[config.mk]
export PLATFORM = sky130hd
export DESIGN_NAME = tnoc_output_switch_flat
export DESIGN_NICKNAME = d
export VERILOG_FILES = /design/src/rtl/tnoc_output_switch_if.sv /design/src/rtl/tnoc_output_switch.sv /design/src/flat_wrapper.sv
export SDC_FILE = /design/constraint.sdc
export NUM_CORES = 1
export LEC_CHECK = 0
export CORE_AREA = 3 3 299 301
export DETAILED_ROUTE_END_ITERATION = 8
export DIE_AREA = 0 0 302 304
export PLACE_DENSITY = 0.4
export SYNTH_ARGS = -nofsm -noshare
export SYNTH_HDL_FRONTEND = slang
export SYNTH_SLANG_ARGS = --single-unit
[constraint.sdc]
create_clock -name clk -period 3.74 [get_ports clk]
set_clock_uncertainty 0.05 [all_clocks]
set_input_delay 0.374 -clock clk [delete_from_list [all_inputs] [get_ports clk]]
set_output_delay 0.374 -clock clk [all_outputs]
set_load 0.02 [all_outputs]
[src/rtl/tnoc_output_switch_if.sv]
// Flit and port-control channel bundle between the five router input blocks
// and one output switch, plus the outgoing link toward the next hop.
interface tnoc_output_switch_if #(
    parameter int CHANNELS   = 2,
    parameter int FLIT_WIDTH = 64
);
    logic [5*CHANNELS-1:0]            i_request;
    logic [5*CHANNELS-1:0]            o_grant;
    logic [5*CHANNELS-1:0]            i_valid;
    logic [5*CHANNELS-1:0]            o_ready;
    logic [5*CHANNELS-1:0]            i_tail;
    logic [5*CHANNELS*FLIT_WIDTH-1:0] i_flit;
    logic [CHANNELS-1:0]              o_valid;
    logic [CHANNELS-1:0]              i_ready;
    logic                             o_tail;
    logic [FLIT_WIDTH-1:0]            o_flit;

    // Input blocks and the downstream link side
    modport master (
        output i_request, i_valid, i_tail, i_flit, i_ready,
        input  o_grant, o_ready, o_valid, o_tail, o_flit
    );

    // Output switch side
    modport slave (
        input  i_request, i_valid, i_tail, i_flit, i_ready,
        output o_grant, o_ready, o_valid, o_tail, o_flit
    );
endinterface

[src/rtl/tnoc_output_switch.sv]
// Router output stage: per-VC round-robin arbitration among the five input
// ports with the winner locked for a whole packet, and flit-by-flit VC
// interleaving into a single registered output slot.
module tnoc_output_switch #(
    parameter int         CHANNELS        = 2,
    parameter int         FLIT_WIDTH      = 64,
    parameter logic [4:0] AVAILABLE_PORTS = 5'b11111
) (
    input logic                 clk,
    input logic                 rst_n,
    tnoc_output_switch_if.slave bus
);
    localparam int PORTS = 5;
    localparam int PC    = PORTS * CHANNELS;
    localparam int VC_W  = (CHANNELS > 1) ? $clog2(CHANNELS) : 1;

    localparam logic [0:0] IDLE   = 1'b0;
    localparam logic [0:0] LOCKED = 1'b1;

    // Per-VC owner state
    logic [CHANNELS-1:0][0:0] state;
    logic [CHANNELS-1:0][2:0] owner;
    logic [CHANNELS-1:0][2:0] port_ptr;

    // Output slot and VC interleave pointer
    logic [VC_W-1:0]       vc_ptr;
    logic [CHANNELS-1:0]   valid_q;
    logic [VC_W-1:0]       slot_vc;
    logic                  tail_q;
    logic [FLIT_WIDTH-1:0] flit_q;

    // Combinational decisions
    logic [PC-1:0]            masked_req;
    logic [CHANNELS-1:0]      arb_found;
    logic [CHANNELS-1:0][2:0] arb_winner;
    logic [PC-1:0]            grant;
    logic [CHANNELS-1:0]      cand;
    logic                     loadable;
    logic                     pick_found;
    logic [VC_W-1:0]          pick_vc;
    logic                     load;
    logic                     pick_tail;
    logic [FLIT_WIDTH-1:0]    pick_flit;
    logic [CHANNELS-1:0]      pick_onehot;
    logic [PC-1:0]            ready;

    function automatic logic [2:0] next_port(input int base, input int k);
        int s;
        s = base + k;
        if (s >= PORTS) s = s - PORTS;
        return 3'(s);
    endfunction

    function automatic logic [VC_W-1:0] next_vc(input int base, input int k);
        int s;
        s = base + k;
        if (s >= CHANNELS) s = s - CHANNELS;
        return VC_W'(s);
    endfunction

    // Disabled input ports can never take part in arbitration
    always_comb begin
        masked_req = '0;
        for (int p = 0; p < PORTS; p++) begin
            for (int c = 0; c < CHANNELS; c++) begin
                masked_req[p*CHANNELS+c] = bus.i_request[p*CHANNELS+c] & AVAILABLE_PORTS[p];
            end
        end
    end

    // Round-robin port search per idle VC, starting at the port after the last winner
    always_comb begin
        arb_found  = '0;
        arb_winner = '0;
        for (int c = 0; c < CHANNELS; c++) begin
            if (state[c] == IDLE) begin
                for (int k = 0; k < PORTS; k++) begin
                    if (!arb_found[c] &&
                        masked_req[int'(next_port(int'(port_ptr[c]), k))*CHANNELS + c]) begin
                        arb_found[c]  = 1'b1;
                        arb_winner[c] = next_port(int'(port_ptr[c]), k);
                    end
                end
            end
        end
    end

    // Grants follow the registered owner of every locked VC
    always_comb begin
        grant = '0;
        for (int c = 0; c < CHANNELS; c++) begin
            for (int p = 0; p < PORTS; p++) begin
                grant[p*CHANNELS+c] = (state[c] == LOCKED) && (owner[c] == 3'(p));
            end
        end
    end

    // A VC competes for the slot when it is locked and its owner has a flit ready
    always_comb begin
        cand = '0;
        for (int c = 0; c < CHANNELS; c++) begin
            cand[c] = (state[c] == LOCKED) && bus.i_valid[int'(owner[c])*CHANNELS + c];
        end
    end

    assign loadable = (valid_q == '0) || bus.i_ready[slot_vc];

    // Pick one candidate VC round-robin and accept exactly that owner's flit
    always_comb begin
        pick_found  = 1'b0;
        pick_vc     = '0;
        for (int k = 0; k < CHANNELS; k++) begin
            if (!pick_found && cand[int'(next_vc(int'(vc_ptr), k))]) begin
                pick_found = 1'b1;
                pick_vc    = next_vc(int'(vc_ptr), k);
            end
        end
        load        = loadable && pick_found;
        pick_flit   = bus.i_flit[(int'(owner[pick_vc])*CHANNELS + int'(pick_vc))*FLIT_WIDTH +: FLIT_WIDTH];
        pick_tail   = bus.i_tail[int'(owner[pick_vc])*CHANNELS + int'(pick_vc)];
        pick_onehot = '0;
        pick_onehot[pick_vc] = 1'b1;
        ready       = '0;
        if (load) begin
            ready[int'(owner[pick_vc])*CHANNELS + int'(pick_vc)] = 1'b1;
        end
    end

    // Owner FSM per VC: lock on a win, release when the owner's tail is accepted
    always_ff @(posedge clk or negedge rst_n) begin
        if (!rst_n) begin
            state    <= {CHANNELS{IDLE}};
            owner    <= '0;
            port_ptr <= '0;
        end else begin
            for (int c = 0; c < CHANNELS; c++) begin
                if (state[c] == IDLE) begin
                    if (arb_found[c]) begin
                        state[c]    <= LOCKED;
                        owner[c]    <= arb_winner[c];
                        port_ptr[c] <= next_port(int'(arb_winner[c]), 1);
                    end
                end else if (load && (int'(pick_vc) == c) && pick_tail) begin
                    state[c] <= IDLE;
                end
            end
        end
    end

    // Output slot: refill on drain for full throughput, hold while stalled
    always_ff @(posedge clk or negedge rst_n) begin
        if (!rst_n) begin
            vc_ptr  <= '0;
            valid_q <= '0;
            slot_vc <= '0;
            tail_q  <= 1'b0;
            flit_q  <= '0;
        end else if (load) begin
            vc_ptr  <= next_vc(int'(pick_vc), 1);
            valid_q <= pick_onehot;
            slot_vc <= pick_vc;
            tail_q  <= pick_tail;
            flit_q  <= pick_flit;
        end else if (loadable) begin
            valid_q <= '0;
        end
    end

    assign bus.o_grant = grant;
    assign bus.o_ready = ready;
    assign bus.o_valid = valid_q;
    assign bus.o_tail  = tail_q;
    assign bus.o_flit  = flit_q;
endmodule

[src/flat_wrapper.sv]
// flat-port wrapper written by rule: the top's interface ports become plain ports
module tnoc_output_switch_flat 
#(
    parameter int         CHANNELS        = 2,
    parameter int         FLIT_WIDTH      = 64,
    parameter logic [4:0] AVAILABLE_PORTS = 5'b11111
)
  (clk, rst_n, bus_i_request, bus_i_valid, bus_i_tail, bus_i_flit, bus_i_ready, bus_o_grant, bus_o_ready, bus_o_valid, bus_o_tail, bus_o_flit);
  tnoc_output_switch_if #(.CHANNELS(CHANNELS), .FLIT_WIDTH(FLIT_WIDTH)) bus_i ();
  input logic clk;
  input logic rst_n;
  input wire logic [$bits(bus_i.i_request)-1:0] bus_i_request;
  input wire logic [$bits(bus_i.i_valid)-1:0] bus_i_valid;
  input wire logic [$bits(bus_i.i_tail)-1:0] bus_i_tail;
  input wire logic [$bits(bus_i.i_flit)-1:0] bus_i_flit;
  input wire logic [$bits(bus_i.i_ready)-1:0] bus_i_ready;
  output wire logic [$bits(bus_i.o_grant)-1:0] bus_o_grant;
  output wire logic [$bits(bus_i.o_ready)-1:0] bus_o_ready;
  output wire logic [$bits(bus_i.o_valid)-1:0] bus_o_valid;
  output wire logic [$bits(bus_i.o_tail)-1:0] bus_o_tail;
  output wire logic [$bits(bus_i.o_flit)-1:0] bus_o_flit;
  assign bus_i.i_request = bus_i_request;
  assign bus_i.i_valid = bus_i_valid;
  assign bus_i.i_tail = bus_i_tail;
  assign bus_i.i_flit = bus_i_flit;
  assign bus_i.i_ready = bus_i_ready;
  assign bus_o_grant = bus_i.o_grant;
  assign bus_o_ready = bus_i.o_ready;
  assign bus_o_valid = bus_i.o_valid;
  assign bus_o_tail = bus_i.o_tail;
  assign bus_o_flit = bus_i.o_flit;
  tnoc_output_switch #(.CHANNELS(CHANNELS), .FLIT_WIDTH(FLIT_WIDTH), .AVAILABLE_PORTS(AVAILABLE_PORTS)) u_core (.clk(clk), .rst_n(rst_n), .bus(bus_i));
endmodule
======== Yosys cells after proc, flatten, opt, wreduce, memory -nomap -nowiden ========
Index checks and enable logic that the tools add are counted.
word-level totals
  register bits ........................... 83
  latch bits .............................. 0
  memory bits (writable) .................. 0
  bits in read-only memories .............. 0
  output and inout bits ................... 87
  memories kept ........................... 0
cells by class
  $add $sub $neg .......................... 34
  multiply operators ...................... 0
  div/mod/pow operators ................... 0
  $lt $le $gt $ge ......................... 34
  equality and inequality tests ........... 8
  shifts and indexed selects .............. 1
  mux-type cells .......................... 115
  bitwise gates (word level) .............. 3
  reductions and logical operators ........ 44
operators with widths
  operator                                                             number
  variable part select 640 x 32 -> 64 bit                              1
  less-than comparator 32 x 6 -> 1 bit (second input constant)         7
  2-to-1 mux 3 bit                                                     36
  2-to-1 mux 1 bit                                                     61
  greater-or-equal comparator 4 x 3 -> 1 bit (second input constant)   10
  subtractor 3 bit (second input constant)                             12
  greater-or-equal comparator 32 x 1 -> 1 bit (second input constant)  1
  adder 4 x 1 -> 5 bit (second input constant)                         6
  less-than comparator 4 x 5 -> 1 bit (second input constant)          6
  binary-select mux 1 bit (select 4 bit)                               7
  logical AND 1 bit                                                    28
  binary-select mux 1 bit (select 3 bit)                               6
  adder 3 x 1 -> 4 bit (second input constant)                         4
  adder 3 x 2 -> 4 bit (second input constant)                         4
  == test 3 x 2 -> 1 bit (second input constant)                       4
  2-to-1 mux 10 bit                                                    1
  logical NOT 1 bit                                                    9
  adder 3 x 3 -> 4 bit (second input constant)                         2
  less-than comparator 1 x 2 -> 1 bit (second input constant)          4
  == test 3 x 1 -> 1 bit (second input constant)                       2
  == test 3 bit (second input constant)                                2
  greater-or-equal comparator 3 bit (second input constant)            2
  logical NOT 3 bit                                                    2
  adder 4 x 1 -> 5 bit                                                 1
  13 further kinds                                                     21

======== Logic depth before layout (Yosys ltp) ========
  depth in word-level cells ............... 28
  mapped depth ............................ 21

======== Least setup slack after synthesis ========
No wires, ideal clock.
  path kind ............................... reg2reg
  start point ............................. register u_core.port_ptr[0] (netlist bit)
  end point ............................... register u_core.port_ptr[0] (netlist bit)
  setup time .............................. 140 ps
  data arrival time ....................... 3877 ps
  path slack .............................. -328 ps
  cell stages (with the launch flop) ...... 21
  path buffers ............................ 2
  cell sequence ........................... dfrtp_1 -> buf_2 -> inv_1 -> buf_2 -> ha_1 -> inv_1 -> fa_1 -> or2_1 -> o31ai_1 -> a221o_1 -> o21a_1 -> mux2_1 -> mux2i_1 -> o221a_2 -> nor2_1 -> inv_1 -> ha_1 -> nand2_1 -> mux2i_2 -> xnor2_1 -> o21ai_1
RTL lines
  what                               line                       text
  from (decl)                        tnoc_output_switch.sv:23   logic [CHANNELS-1:0][2:0] port_ptr;
  from (signal, indexed assignment)  tnoc_output_switch.sv:141  port_ptr[c] <= next_port(int'(arb_winner[c]), 1);

==> implementation parameters <==
Parameter                              Value

Global route
  Maximum number of pins on one net before global-route repair    123
  Antenna violations before repair    51
  Global-route wire length before repair    122000 µm
  Overall routing resource usage    18.6%
  Number of global-route vias before repair    15700
  Sum of overflow across all layers after global routing    0

Final layout
  Final cell count without fillers    3552
  Layout overhead on the synthesized area    94.7%
  Net count of the finished layout    3063
  Fillcell total    9529
  Fraction of layout instances using a drive strength above 1    12.9%

CTS
  Clock tree from TritonCTS    done
  Number of sinks on the clock net    83
  Number of levels the H-tree was split into    3
  Clock insertion delay at the later pin of the skew report    390 ps
  Maximum number of buffers from clock root to sink    2
  Reg clk slew, reported paths    70 ps
  Cts bufs inserted    9
  Root buffer cell    sky130_fd_sc_hd__clkbuf_16

Drt
  Vias per std cell    4.37
  Final Routed Wirelength    89400 µm
  DRT antenna net count    0
  1st-pass router iterations    6
  Detailed-route via count    15500
  Drt initial violations    924
  Detail-routed net length per standard cell    25.2 µm
  Remaining routing DRC violations    0

Die
  Initial core utilization    13.1%
  Row count    108
  Area of the core region    86900 µm²
  Count of boundary I/O pins    761
  Horizontal die dimension    302 µm
  Die Y-Extent    304 µm
  Die Footprint    91800 µm²

Yosys
  Cell taking the most area after synthesis    sky130_fd_sc_hd__dfrtp_1
  Number of unique standard cell types used by synthesis    91
  Post-synth top area share    18.2%
  Net count after synthesis    2253
  Ys Warns    0
  Most used flip-flop cell after synthesis    sky130_fd_sc_hd__dfrtp_1
  Area of the mapped netlist    11400 µm²
  Syn Area/Cell    7.34 µm²
  Top cell types by occurrence after synthesis    sky130_fd_sc_hd__a211oi_1, sky130_fd_sc_hd__nand2_1, sky130_fd_sc_hd__a21oi_1
  Number of flops mapped to enable cells by yosys    0
  Cell with the most instances after synthesis    sky130_fd_sc_hd__a211oi_1
  Sequential element share of the synthesized area    18.2%
  Post-Synthesis Cells    1557
  Leading cell types by total area after synthesis    sky130_fd_sc_hd__dfrtp_1, sky130_fd_sc_hd__a211oi_1, sky130_fd_sc_hd__mux2i_1
  Async SR Flop Fraction    100%
  Flop and latch count out of synthesis    83

Power
  Maximum vdd drop    0.488 mV
  P per Cell Area    775 nW/µm²
  Total leakage power    0.00822 µW

Timing
  Relative max-transition margin    41.1%
  Endpoints failing hold    0
  Transition time of the tightest slew-check pin    859 ps
  Unrepaired setup endpoints after global routing    true
  Total of endpoints with negative setup slack in the final report    2
  Highest clock rate    0.264 GHz
  Fraction of the cycle the final worst path needs    101%
  Total count of max-transition violations in the final report    0
  Shortest clock period the worst path allows after layout    3790 ps
  TNS Setup    -57.9 ps
  Worst Hold Margin    431 ps
  Min setup slack post-route    -54.5 ps

Critical path
  Critical path's slowest cell    sky130_fd_sc_hd__fa_2
  Required time of the critical path    3970 ps
  Kind of cell adding the most delay to the critical path    compound AO/OA/AOI/OAI gates
  Crit Path Class    register to register
  Highest cell delay on the worst timing path    450 ps
  Cell chain of the critical path    inv_2 > ha_4 > inv_2 > fa_2 > or2_4 > o31ai_4 > a221o_1 > o21a_2 > mux2_4 > mux2i_2 > o221a_2 > nor2_4 > inv_2 > ha_4 > nand2_4 > mux2i_4 > xnor2_2 > o21ai_1
  Maximum fanout count along the critical path    7
  Critical Path Start Type    register
  CP bufs+invs    3
  Worst Setup End Kind    register
  Most common cell type on the critical path    sky130_fd_sc_hd__inv_2
  Arrival time worst endpoint    4020 ps

Placed design
  Placed instance count    3500
  Final GP Congestion    0.894
  Port Buffer Count    760
  Setup slack at placement    -155 ps
  Detailed Place HPWL    74500 µm

Min path
  Path category of the worst min-delay check    register to register

Status
  Failing checks    negative setup slack
  Result of the run    finished with violations

Run
  Count of maximum capacitance violations    0
==> timing repair <==
action	CTS	global route
endpoints found under the hold margin	6	0
hold buffers	1	0
gates resized for setup	14	30
pin swaps	5	17
setup endpoints to repair	7	8
setup buffers	1	9
==> layout make-up <==
class / instances / area (µm²) / share of cell area [%]
flip-flops and latches: 83 / 2090 / 9.39
diodes: 25 / 62.6 / 0.281
clock buffers: 9 / 225 / 1.01
well taps: 1155 / 1450 / 6.50
inverters: 31 / 126 / 0.568
repair buffers: 948 / 9270 / 41.7
multi-input cells: 1294 / 8950 / 40.2
clock inverters: 7 / 75.1 / 0.338
==> per-layer routing <==
metal | vias up | routed length [µm] | GRT usage (%)
met5 | - | 166 | 0
met4 | 22 | 2100 | 6.67
met3 | 94 | 6880 | 5.51
met2 | 560 | 43200 | 31.0
met1 | 7425 | 37100 | 22.4
li1 | 7431 | - | -
==> final timing paths <==
kind	startpoint	endpoint	slack (ps)	cells after the start
max in group asynchronous	rst_n	u_core.bus.o_flit[15]	2260	3
min	u_core.vc_ptr	u_core.vc_ptr	430	1
min in group asynchronous	rst_n	u_core.bus.o_flit[11]	510	2
max	u_core.port_ptr[0]	u_core.port_ptr[0]	-50	18
max reg2reg	u_core.port_ptr[0]	u_core.port_ptr[0]	-50	18
min reg2reg	u_core.vc_ptr	u_core.vc_ptr	430	1
==> cell families (layout without fill, tap and decap cells) <==
logic type / Yosys count / count (layout) / share of synthesized area, %
buf+inv: 180 / 995 / 6.50
mux: 157 / 157 / 14.5
flops: 83 / 83 / 18.2
fa+ha+maj: 22 / 22 / 2.54
compound gates: 525 / 525 / 32.3
simple gates: 581 / 581 / 25.3
xor+xnor: 9 / 9 / 0.690
other cells: 0 / 25 / 0
==> flip-flops by register name (all words and copies together), names as in the netlist <==
signal,flops
u_core.bus.o_valid,2
u_core.bus.o_tail,1
u_core.state,2
u_core.bus.o_flit,64
u_core.slot_vc,1
u_core.vc_ptr,1
u_core.owner,6
u_core.port_ptr,6
==> power by group <==
group	internal (µW)	switching (µW)	total (µW)
Clock	525	519	1040
Sequential	1400	367	1770
Combinational	6020	8410	14400
Total	7950	9290	17200
==> per-stage QoR <==
stage | utilization (%) | power [µW] | area (µm²)
after global routing | 25.6 | 18600 | 22200
final | 25.6 | 17200 | 22200
after CTS | 25.3 | 17300 | 22000
after global placement | 24.8 | 16000 | 21600
after detailed placement | 24.8 | 16100 | 21600
after floorplan | - | 9540 | 11600
==> worst register-to-register path, delay by kind of cell (launching register included) <==
family / cells / cell delay, ps
AO/OA/AOI/OAI: 5 / 1000
XOR/XNOR: 1 / 130
adder cells (fa/ha/maj): 3 / 730
buffers and inverters: 3 / 240
flip-flops: 1 / 410
multiplexers: 3 / 700
AND/OR/NAND/NOR: 3 / 430
==> cell usage in the layout (no fill, tap or decap), types with 6 or more instances in the layout <==
master and n:
sky130_fd_sc_hd__a21o_1 9, sky130_fd_sc_hd__xnor2_1 7, sky130_fd_sc_hd__or3_1 6, sky130_fd_sc_hd__diode_2 25, sky130_fd_sc_hd__nor3_1 82, sky130_fd_sc_hd__nand3_1 21, sky130_fd_sc_hd__clkbuf_16 9, sky130_fd_sc_hd__a211oi_1 264
sky130_fd_sc_hd__nor2_1 105, sky130_fd_sc_hd__buf_12 19, sky130_fd_sc_hd__buf_4 168, sky130_fd_sc_hd__nand2_1 167, sky130_fd_sc_hd__inv_1 24, sky130_fd_sc_hd__o21ai_1 8, sky130_fd_sc_hd__clkdlybuf4s50_1 755, sky130_fd_sc_hd__o21ai_0 10
sky130_fd_sc_hd__mux4_2 6, sky130_fd_sc_hd__ha_1 10, sky130_fd_sc_hd__o211ai_1 9, sky130_fd_sc_hd__nor2b_1 142, sky130_fd_sc_hd__a21oi_1 143, sky130_fd_sc_hd__ha_2 6, sky130_fd_sc_hd__mux2i_1 144, sky130_fd_sc_hd__dfrtp_1 78
sky130_fd_sc_hd__nand2b_1 13
(Power assumes the default switching activity.)
